<file path="src/rtl/posit_add_issue.sv">
// Operand issue and result collection stage in front of posit_add (N=32, es=2).
// Buffers operand pairs, launches one add at a time, returns sums with a done-watchdog.
module posit_add_issue #(
    parameter int N       = 32,
    parameter int es      = 2,
    parameter int DEPTH   = 4,
    parameter int TIMEOUT = 64
) (
    input  logic                   clk,
    input  logic                   reset,
    input  logic                   in_valid,
    output logic                   in_ready,
    input  logic [N-1:0]           in_a,
    input  logic [N-1:0]           in_b,
    output logic [N-1:0]           add_in1,
    output logic [N-1:0]           add_in2,
    output logic                   add_start,
    input  logic [N-1:0]           add_out,
    input  logic                   add_done,
    output logic                   res_valid,
    input  logic                   res_ready,
    output logic [N-1:0]           res_data,
    output logic                   res_timeout,
    output logic                   busy,
    output logic [$clog2(DEPTH):0] fifo_count
);

    localparam int AW = $clog2(DEPTH);
    localparam int CW = AW + 1;
    localparam int TW = $clog2(TIMEOUT);

    localparam logic [N-1:0]  NAR     = {1'b1, {(N-1){1'b0}}};
    localparam logic [TW-1:0] WD_LAST = TW'(TIMEOUT - 1);
    localparam logic [CW-1:0] FULL    = CW'(DEPTH);

    if (DEPTH < 2 || (DEPTH & (DEPTH - 1)) != 0 || TIMEOUT < 2 || es < 0) begin : g_bad_params
        $error("posit_add_issue: illegal parameter set");
    end

    typedef enum logic [1:0] {
        S_IDLE,
        S_LAUNCH,
        S_WAIT,
        S_RESULT
    } state_t;

    // Operand FIFO storage and bookkeeping
    logic [N-1:0]  r_mem_a [DEPTH];
    logic [N-1:0]  r_mem_b [DEPTH];
    logic [AW-1:0] r_wr_ptr;
    logic [AW-1:0] r_rd_ptr;
    logic [CW-1:0] r_count;

    // Issue FSM and registered outputs
    state_t        r_state;
    logic [N-1:0]  r_add_in1;
    logic [N-1:0]  r_add_in2;
    logic          r_add_start;
    logic [TW-1:0] r_wd;
    logic          r_res_valid;
    logic [N-1:0]  r_res_data;
    logic          r_res_timeout;
    logic          r_busy;

    logic          w_push;
    logic          w_pop;
    logic          w_nonempty;
    logic          w_res_accept;
    logic [N-1:0]  w_head_a;
    logic [N-1:0]  w_head_b;

    assign in_ready     = (r_count < FULL);
    assign w_push       = in_valid && in_ready;
    assign w_nonempty   = (r_count != '0);
    assign w_res_accept = r_res_valid && res_ready;
    // The FIFO pops exactly when the FSM loads a new head into the operand registers.
    assign w_pop        = w_nonempty &&
                          ((r_state == S_IDLE) || (r_state == S_RESULT && w_res_accept));
    assign w_head_a     = r_mem_a[r_rd_ptr];
    assign w_head_b     = r_mem_b[r_rd_ptr];

    // NOTE: the storage array is deliberately not reset; pointers and count alone decide which entries are valid.
    always_ff @(posedge clk) begin
        if (w_push) begin
            r_mem_a[r_wr_ptr] <= in_a;
            r_mem_b[r_wr_ptr] <= in_b;
        end
    end

    always_ff @(posedge clk or negedge reset) begin
        if (!reset) begin
            r_wr_ptr <= '0;
            r_rd_ptr <= '0;
            r_count  <= '0;
        end else begin
            if (w_push) r_wr_ptr <= r_wr_ptr + AW'(1);
            if (w_pop)  r_rd_ptr <= r_rd_ptr + AW'(1);
            case ({w_push, w_pop})
                2'b10:   r_count <= r_count + CW'(1);
                2'b01:   r_count <= r_count - CW'(1);
                default: r_count <= r_count;
            endcase
        end
    end

    always_ff @(posedge clk or negedge reset) begin
        if (!reset) begin
            r_state       <= S_IDLE;
            r_add_in1     <= '0;
            r_add_in2     <= '0;
            r_add_start   <= 1'b0;
            r_wd          <= '0;
            r_res_valid   <= 1'b0;
            r_res_data    <= '0;
            r_res_timeout <= 1'b0;
            r_busy        <= 1'b0;
        end else begin
            // NOTE: default-low here makes add_start a one-cycle pulse without a separate clear path.
            r_add_start <= 1'b0;
            case (r_state)
                S_IDLE: begin
                    if (w_pop) begin
                        r_add_in1   <= w_head_a;
                        r_add_in2   <= w_head_b;
                        r_add_start <= 1'b1;
                        r_busy      <= 1'b1;
                        r_state     <= S_LAUNCH;
                    end
                end
                S_LAUNCH: begin
                    r_wd    <= '0;
                    r_state <= S_WAIT;
                end
                S_WAIT: begin
                    // A done arriving on the final watchdog cycle still wins.
                    if (add_done) begin
                        r_res_data    <= add_out;
                        r_res_timeout <= 1'b0;
                        r_res_valid   <= 1'b1;
                        r_state       <= S_RESULT;
                    end else if (r_wd == WD_LAST) begin
                        r_res_data    <= NAR;
                        r_res_timeout <= 1'b1;
                        r_res_valid   <= 1'b1;
                        r_state       <= S_RESULT;
                    end else begin
                        r_wd <= r_wd + TW'(1);
                    end
                end
                S_RESULT: begin
                    if (w_res_accept) begin
                        r_res_valid <= 1'b0;
                        if (w_pop) begin
                            r_add_in1   <= w_head_a;
                            r_add_in2   <= w_head_b;
                            r_add_start <= 1'b1;
                            r_state     <= S_LAUNCH;
                        end else begin
                            r_busy  <= 1'b0;
                            r_state <= S_IDLE;
                        end
                    end
                end
                default: begin
                    r_busy  <= 1'b0;
                    r_state <= S_IDLE;
                end
            endcase
        end
    end

    assign add_in1     = r_add_in1;
    assign add_in2     = r_add_in2;
    assign add_start   = r_add_start;
    assign res_valid   = r_res_valid;
    assign res_data    = r_res_data;
    assign res_timeout = r_res_timeout;
    assign busy        = r_busy;
    assign fifo_count  = r_count;

endmodule

</file>
<file path="config.mk">
export PLATFORM = sky130hd
export DESIGN_NAME = posit_add_issue
export DESIGN_NICKNAME = d
export VERILOG_FILES = /design/src/rtl/posit_add_issue.sv
export SDC_FILE = /design/constraint.sdc
export NUM_CORES = 1
export LEC_CHECK = 0
export ABC_AREA = 1
export BUFFER_PORTS_ARGS = -buffer_cell sky130_fd_sc_hd__clkbuf_2
export CAP_MARGIN = 20
export CORE_AREA = 5 5 176 178
export CTS_CLUSTER_DIAMETER = 150
export DETAILED_ROUTE_END_ITERATION = 8
export DIE_AREA = 0 0 181 183
export GPL_ROUTABILITY_DRIVEN = 1
export GPL_TIMING_DRIVEN = 1
export MAX_ROUTING_LAYER = met4
export PLACE_DENSITY = 0.76
export SETUP_SLACK_MARGIN = 0.3
export SYNTH_ARGS = -nofsm -noshare
export SYNTH_HDL_FRONTEND = slang
export SYNTH_SLANG_ARGS = --single-unit
</file>
<file path="constraint.sdc">
create_clock -name clk -period 5 [get_ports clk]
set_clock_uncertainty 0.1 [all_clocks]
set_input_delay 0.5 -clock clk [delete_from_list [all_inputs] [get_ports clk]]
set_output_delay 0.5 -clock clk [all_outputs]
set_load 0.03 [all_outputs]
</file>
# After elaboration in Yosys (flattened, before gate mapping)
# Memory sizes are Yosys's and may differ from the RTL's.
# Index checks and enable logic that the tools add are counted.
# op_classes
add_sub_neg	5
mul	0
shift	0
n_mux	32
reduce_logical	18
n_eq_ne	12
n_div	0
n_bitwise	0
magnitude_cmp	1
# ops
cell	n
two-way mux 32 bit	6
one-hot mux 32 bit (2 select lines)	2
two-way mux 1 bit	12
two-way mux 6 bit	2
one-hot mux 6 bit (2 select lines)	1
!= test 2 bit (second input constant)	5
nonzero test 2 bit	5
AND reduction 3 bit	3
two-way mux 2 bit	4
one-hot mux 2 bit (4 select lines)	1
adder 6 x 1 -> 6 bit (second input constant)	1
equality test 2 bit (second input constant)	3
equality test 6 bit (second input constant)	1
one-hot mux 1 bit (2 select lines)	3
one-hot mux 3 bit (2 select lines)	1
adder 2 x 1 -> 2 bit (second input constant)	2
equality test 2 x 1 -> 1 bit (second input constant)	2
logical AND 1 bit	4
AND reduction 2 bit	2
AND reduction 4 bit	1
adder 3 x 1 -> 3 bit (second input constant)	1
< comparator 3 bit (second input constant)	1
!= test 3 bit (second input constant)	1
nonzero test 3 bit	1
3 further kinds	3
# word_totals
latchBits	0
reg_bits	115
n_memories	2
ram_bits	256
wordCells	82
rom_bits	0
in_bits	101
# memory_table
name	depth	word_bits	rd	rd_clocked_by_memory_dff	write_ports	line	text
r_mem_a	4	32	1	0	1	48	logic [N-1:0] r_mem_a [DEPTH];
r_mem_b	4	32	1	0	1	49	logic [N-1:0] r_mem_b [DEPTH];

# Depth between registers and ports, before layout
# depth
word_depth	7
ltp_mapped	12
mapped_depth_nobuf	12

# Least setup slack after synthesis
# No wires, ideal clock.
# synth_timing
path_kind	register to register
startpoint	reg r_count[2] (netlist: fifo_count[2])
endpoint	mem r_mem_a[0][0] (enable)
setup_ps	487
path_stages_with_launch	4
required_ps	4413
arrival_time_ps	3738
slack_ps	676
path_cell_list	dfrtp_1 -> inv_1 -> nand2_1 -> nor2_1
# synth_via
elab_chain_cells	4
# synth_rtl
item	line	text
from (decl)	52	logic [CW-1:0] r_count;
from (signal assigned)	99	2'b10: r_count <= r_count + CW'(1);
from (signal assigned)	100	2'b01: r_count <= r_count - CW'(1);
from (signal assigned)	101	default: r_count <= r_count;
< comparator 3 bit	72	assign in_ready = (r_count < FULL);
named net in_ready	12	output logic in_ready,
logical AND 1 bit	73	assign w_push = in_valid && in_ready;
two-way mux 1 bit	84	if (w_push) begin
two-way mux 1 bit (not written as such)	85	r_mem_a[r_wr_ptr] <= in_a;
to (decl)	48	
# The timed path passes the listed nets, and every way through them passes these cells.

# Final worst setup path
# layout_timing
startpoint	reg r_rd_ptr[0]
endpoint	reg r_add_in2[25] (netlist: add_in2[25])
# layout_via
elab_chain_cells	4
# layout_rtl
item	line	text
from (decl)	51	logic [AW-1:0] r_rd_ptr;
from (signal assigned)	97	if (w_pop) r_rd_ptr <= r_rd_ptr + AW'(1);
memory read (4 x 32 bit) *	--	
two-way mux 32 bit *	122, 153	
two-way mux 32 bit	151	if (w_res_accept) begin
one-hot mux 32 bit (2 select lines) *	120	case (r_state)
to (signal assigned)	124	r_add_in2 <= w_head_b;
to (signal assigned)	155	r_add_in2 <= w_head_b;
to (decl)	57	logic [N-1:0] r_add_in2;
# Mark *: on every way between the ends. The rest lies on a longest branch, timed or not. The select of a mux whose other input is x is not followed.
# A chain may end at the register's enable or synchronous reset.

==> flow_metrics.tcl <==
set metrics [dict create \
    p_leak_nw 6.89 \
    worstHoldStart "add_out[10]" \
    ys_types 31 \
    cts_tree "done" \
    first_pass_iters 5 \
    grt_max_degree 102 \
    slowest_delay_ns 0.86 \
    synth_area_mm2 0.0144 \
    final_cell_mix "edfxtp_1, nand2_1, clkbuf_2" \
    core_area_mm2 0.0292 \
    fin_ws_ns 2.11 \
    start_util_pct 49.2 \
    die_h_um 183 \
    finalHoldViolCount 0 \
    setup-violations-final 0 \
    final_common_cell "edfxtp_1" \
    finalInstanceArea_mm2 0.0169 \
    power_density_mw_per_mm2 677 \
    nNetsFinal 1469 \
    tightest_slew_ns 1.05 \
    critPathKind "flip-flop to flip-flop" \
    tns_ns 0 \
    wl_per_cell_um 18.7 \
    maxCapViolCount 0 \
    maxSlewViolCount 0 \
    cts_max_level 2 \
    drtAntennaViolNets 0 \
    io_buffers 204 \
    die_area_mm2 0.0331 \
    place_congestion 0.855 \
    outcome "completed" \
    placed_area_mm2 0.0156 \
    start_kind "flip-flop" \
    worst-path-buf-inv 2 \
    max_slew_margin_pct 30.0 \
    place_ws_ns 2.15 \
    viasPerCell 5.33 \
    finalCritPeriodShare_pct 57.7 \
    cts_root_buf "clkbuf_16" \
    min_to "res_data[10]" \
    rows 63 \
    fin_util_pct 57.7 \
    io_pins 205 \
    drc 0 \
    drive_gt1_share_pct 21.2 \
    syn_area_per_cell_um2 12.3 \
    netlist_instances 1166 \
    overflow 0 \
    fin_crit_ns 2.89 \
    post_cts_buffers 0 \
    synthToLayoutAreaGrowth_pct 17.3 \
    yosys_warnings 0 \
    vias 9485 \
    cts_buffers 38 \
    ir_drop_mv 0.414 \
    ff2ff_path_depth 6 \
    cts_buffer_depth 3 \
    cp.required_ns 5.37 \
    dp_hpwl_um 19300 \
    clkLatencyLatePin_ns 0.53 \
    critPathCaptureType "flip-flop" \
    cp.arrival_ns 3.25 \
    slowest_stage "inv_4" \
    drt_iter0_drc 802 \
    hold_path.class "input port to flip-flop" \
    path_delay_family "buffers and inverters" \
    r2r-end "add_in2[25]" \
    grt_usage_pct 20.2 \
    crit_path_max_fanout 101 \
    finalPower_w 0.0114 \
    synth_seq_cells 371 \
    rsz0062_at_grt "false" \
    clock-sinks 371 \
    first_global_vias 9552 \
    timing.critical_path.mode_cell "nand2_1" \
    dieWidth_um 181 \
    r2r_start "r_rd_ptr[0]" \
    clk_pin_slew_ns 0.06 \
    crit_chain "inv_4, buf_4, nor2_1, o22ai_1, nand2_1, nand2_1" \
    max_freq_mhz 347 \
    grt_pass1_wl_um 52300 \
    regToRegSetupSlack_ns 2.11 \
    synth_fp_nets 1279 \
    hold_path_depth 3 \
    ys_seq_area_share_pct 73.4 \
    drt-total-wl_um 33300 \
    antenna_found_initial 3 \
]
==> worst register-to-register path, delay by kind of cell (launching register included) <==
kind                   cells  cell delay, ns
AND/OR/NAND/NOR            3            0.28
buffers and inverters      2            1.47
AO/OA/AOI/OAI              1            0.23
flip-flops                 1            0.76
==> layout make-up <==
type,count,area [µm²]
flip-flops and latches,371,10600
clock inverters,15,194
fillers,2307,12400
multi-input cells,703,3300
diodes,3,7.51
inverters,24,92.6
clock buffers,54,1080
repair buffers,218,1140
well taps,390,488
==> registers in the layout, indices dropped and copies added, names as in the netlist <==
register,cells
add_in1,32
add_in2,32
add_start,1
busy,1
fifo_count,3
r_mem_a,128
r_mem_b,128
r_rd_ptr,2
r_state,2
r_wd,6
r_wr_ptr,2
res_data,32
res_timeout,1
res_valid,1
==> cell families after synthesis <==
logic type / count (synthesis) / synth area share, %
AO/OA/AOI/OAI: 271 / 10.0
XOR/XNOR: 7 / 0.426
adder cells (fa/ha/maj): 12 / 1.10
buffers and inverters: 92 / 3.87
flip-flops: 371 / 73.4
AND/OR/NAND/NOR: 413 / 11.2
==> metal layers <==
metal	vias up	share of wire, %	GRT usage, %
met5	-	0	-
met4	0	2.2	5.82
met3	56	8.2	4.28
met2	401	48	32.6
met1	4565	42	26.4
li1	4463	-	-
==> how the worst max path moves through the flow <==
stage / start / endpoint / slack [ns] / cells after the start
finish: r_rd_ptr[0] / add_in2[25] / 2.11 / 6
global route: r_state[1] / add_in1[23] / 1.91 / 8
CTS: r_state[0] / add_in1[23] / 2.13 / 8
detailed placement: r_rd_ptr[0] / add_in2[25] / 2.15 / 6
global placement: r_state[1] / add_in2[31] / 2.28 / 8
floorplan: fifo_count[2] / r_mem_a[0][0] / 0.68 / 3
==> metrics by stage <==
step           std cells  hold slack [ns]
6_report            1778           0.0802
5_1_grt             1778           0.0750
3_3_place_gp        1704            0.353
3_5_place_dp        1705            0.360
4_1_cts             1775           0.0649
2_1_floorplan       1166            0.104
==> what timing repair did <==
item | 4_1_cts | 5_1_grt
hold endpoints to repair | 48 | 0
resized for setup | 0 | 0
hold buffers | 1 | 0
==> synthesized netlist by cell type, drive strengths merged <==
master / instances / area [µm²]
a21oi: 4 / 20.0
buf: 33 / 317
clkbuf: 35 / 148
dfrtp: 115 / 2880
edfxtp: 256 / 7690
fa: 1 / 20.0
ha: 11 / 138
inv: 24 / 92.6
nand2: 254 / 966
nand3: 14 / 75.1
nand4: 1 / 6.26
nor2: 143 / 556
o211ai: 1 / 7.51
o21ai: 201 / 1010
o21bai: 1 / 11.3
o22ai: 64 / 400
or2: 1 / 6.26
xnor2: 2 / 17.5
xor2: 5 / 43.8
==> power breakdown <==
group / internal [W] / switching (W)
Combinational: 0.00110 / 0.00302
Clock: 0.00173 / 0.00114
Sequential: 0.00405 / 0.000400
Power figures use the tool's default switching activity.
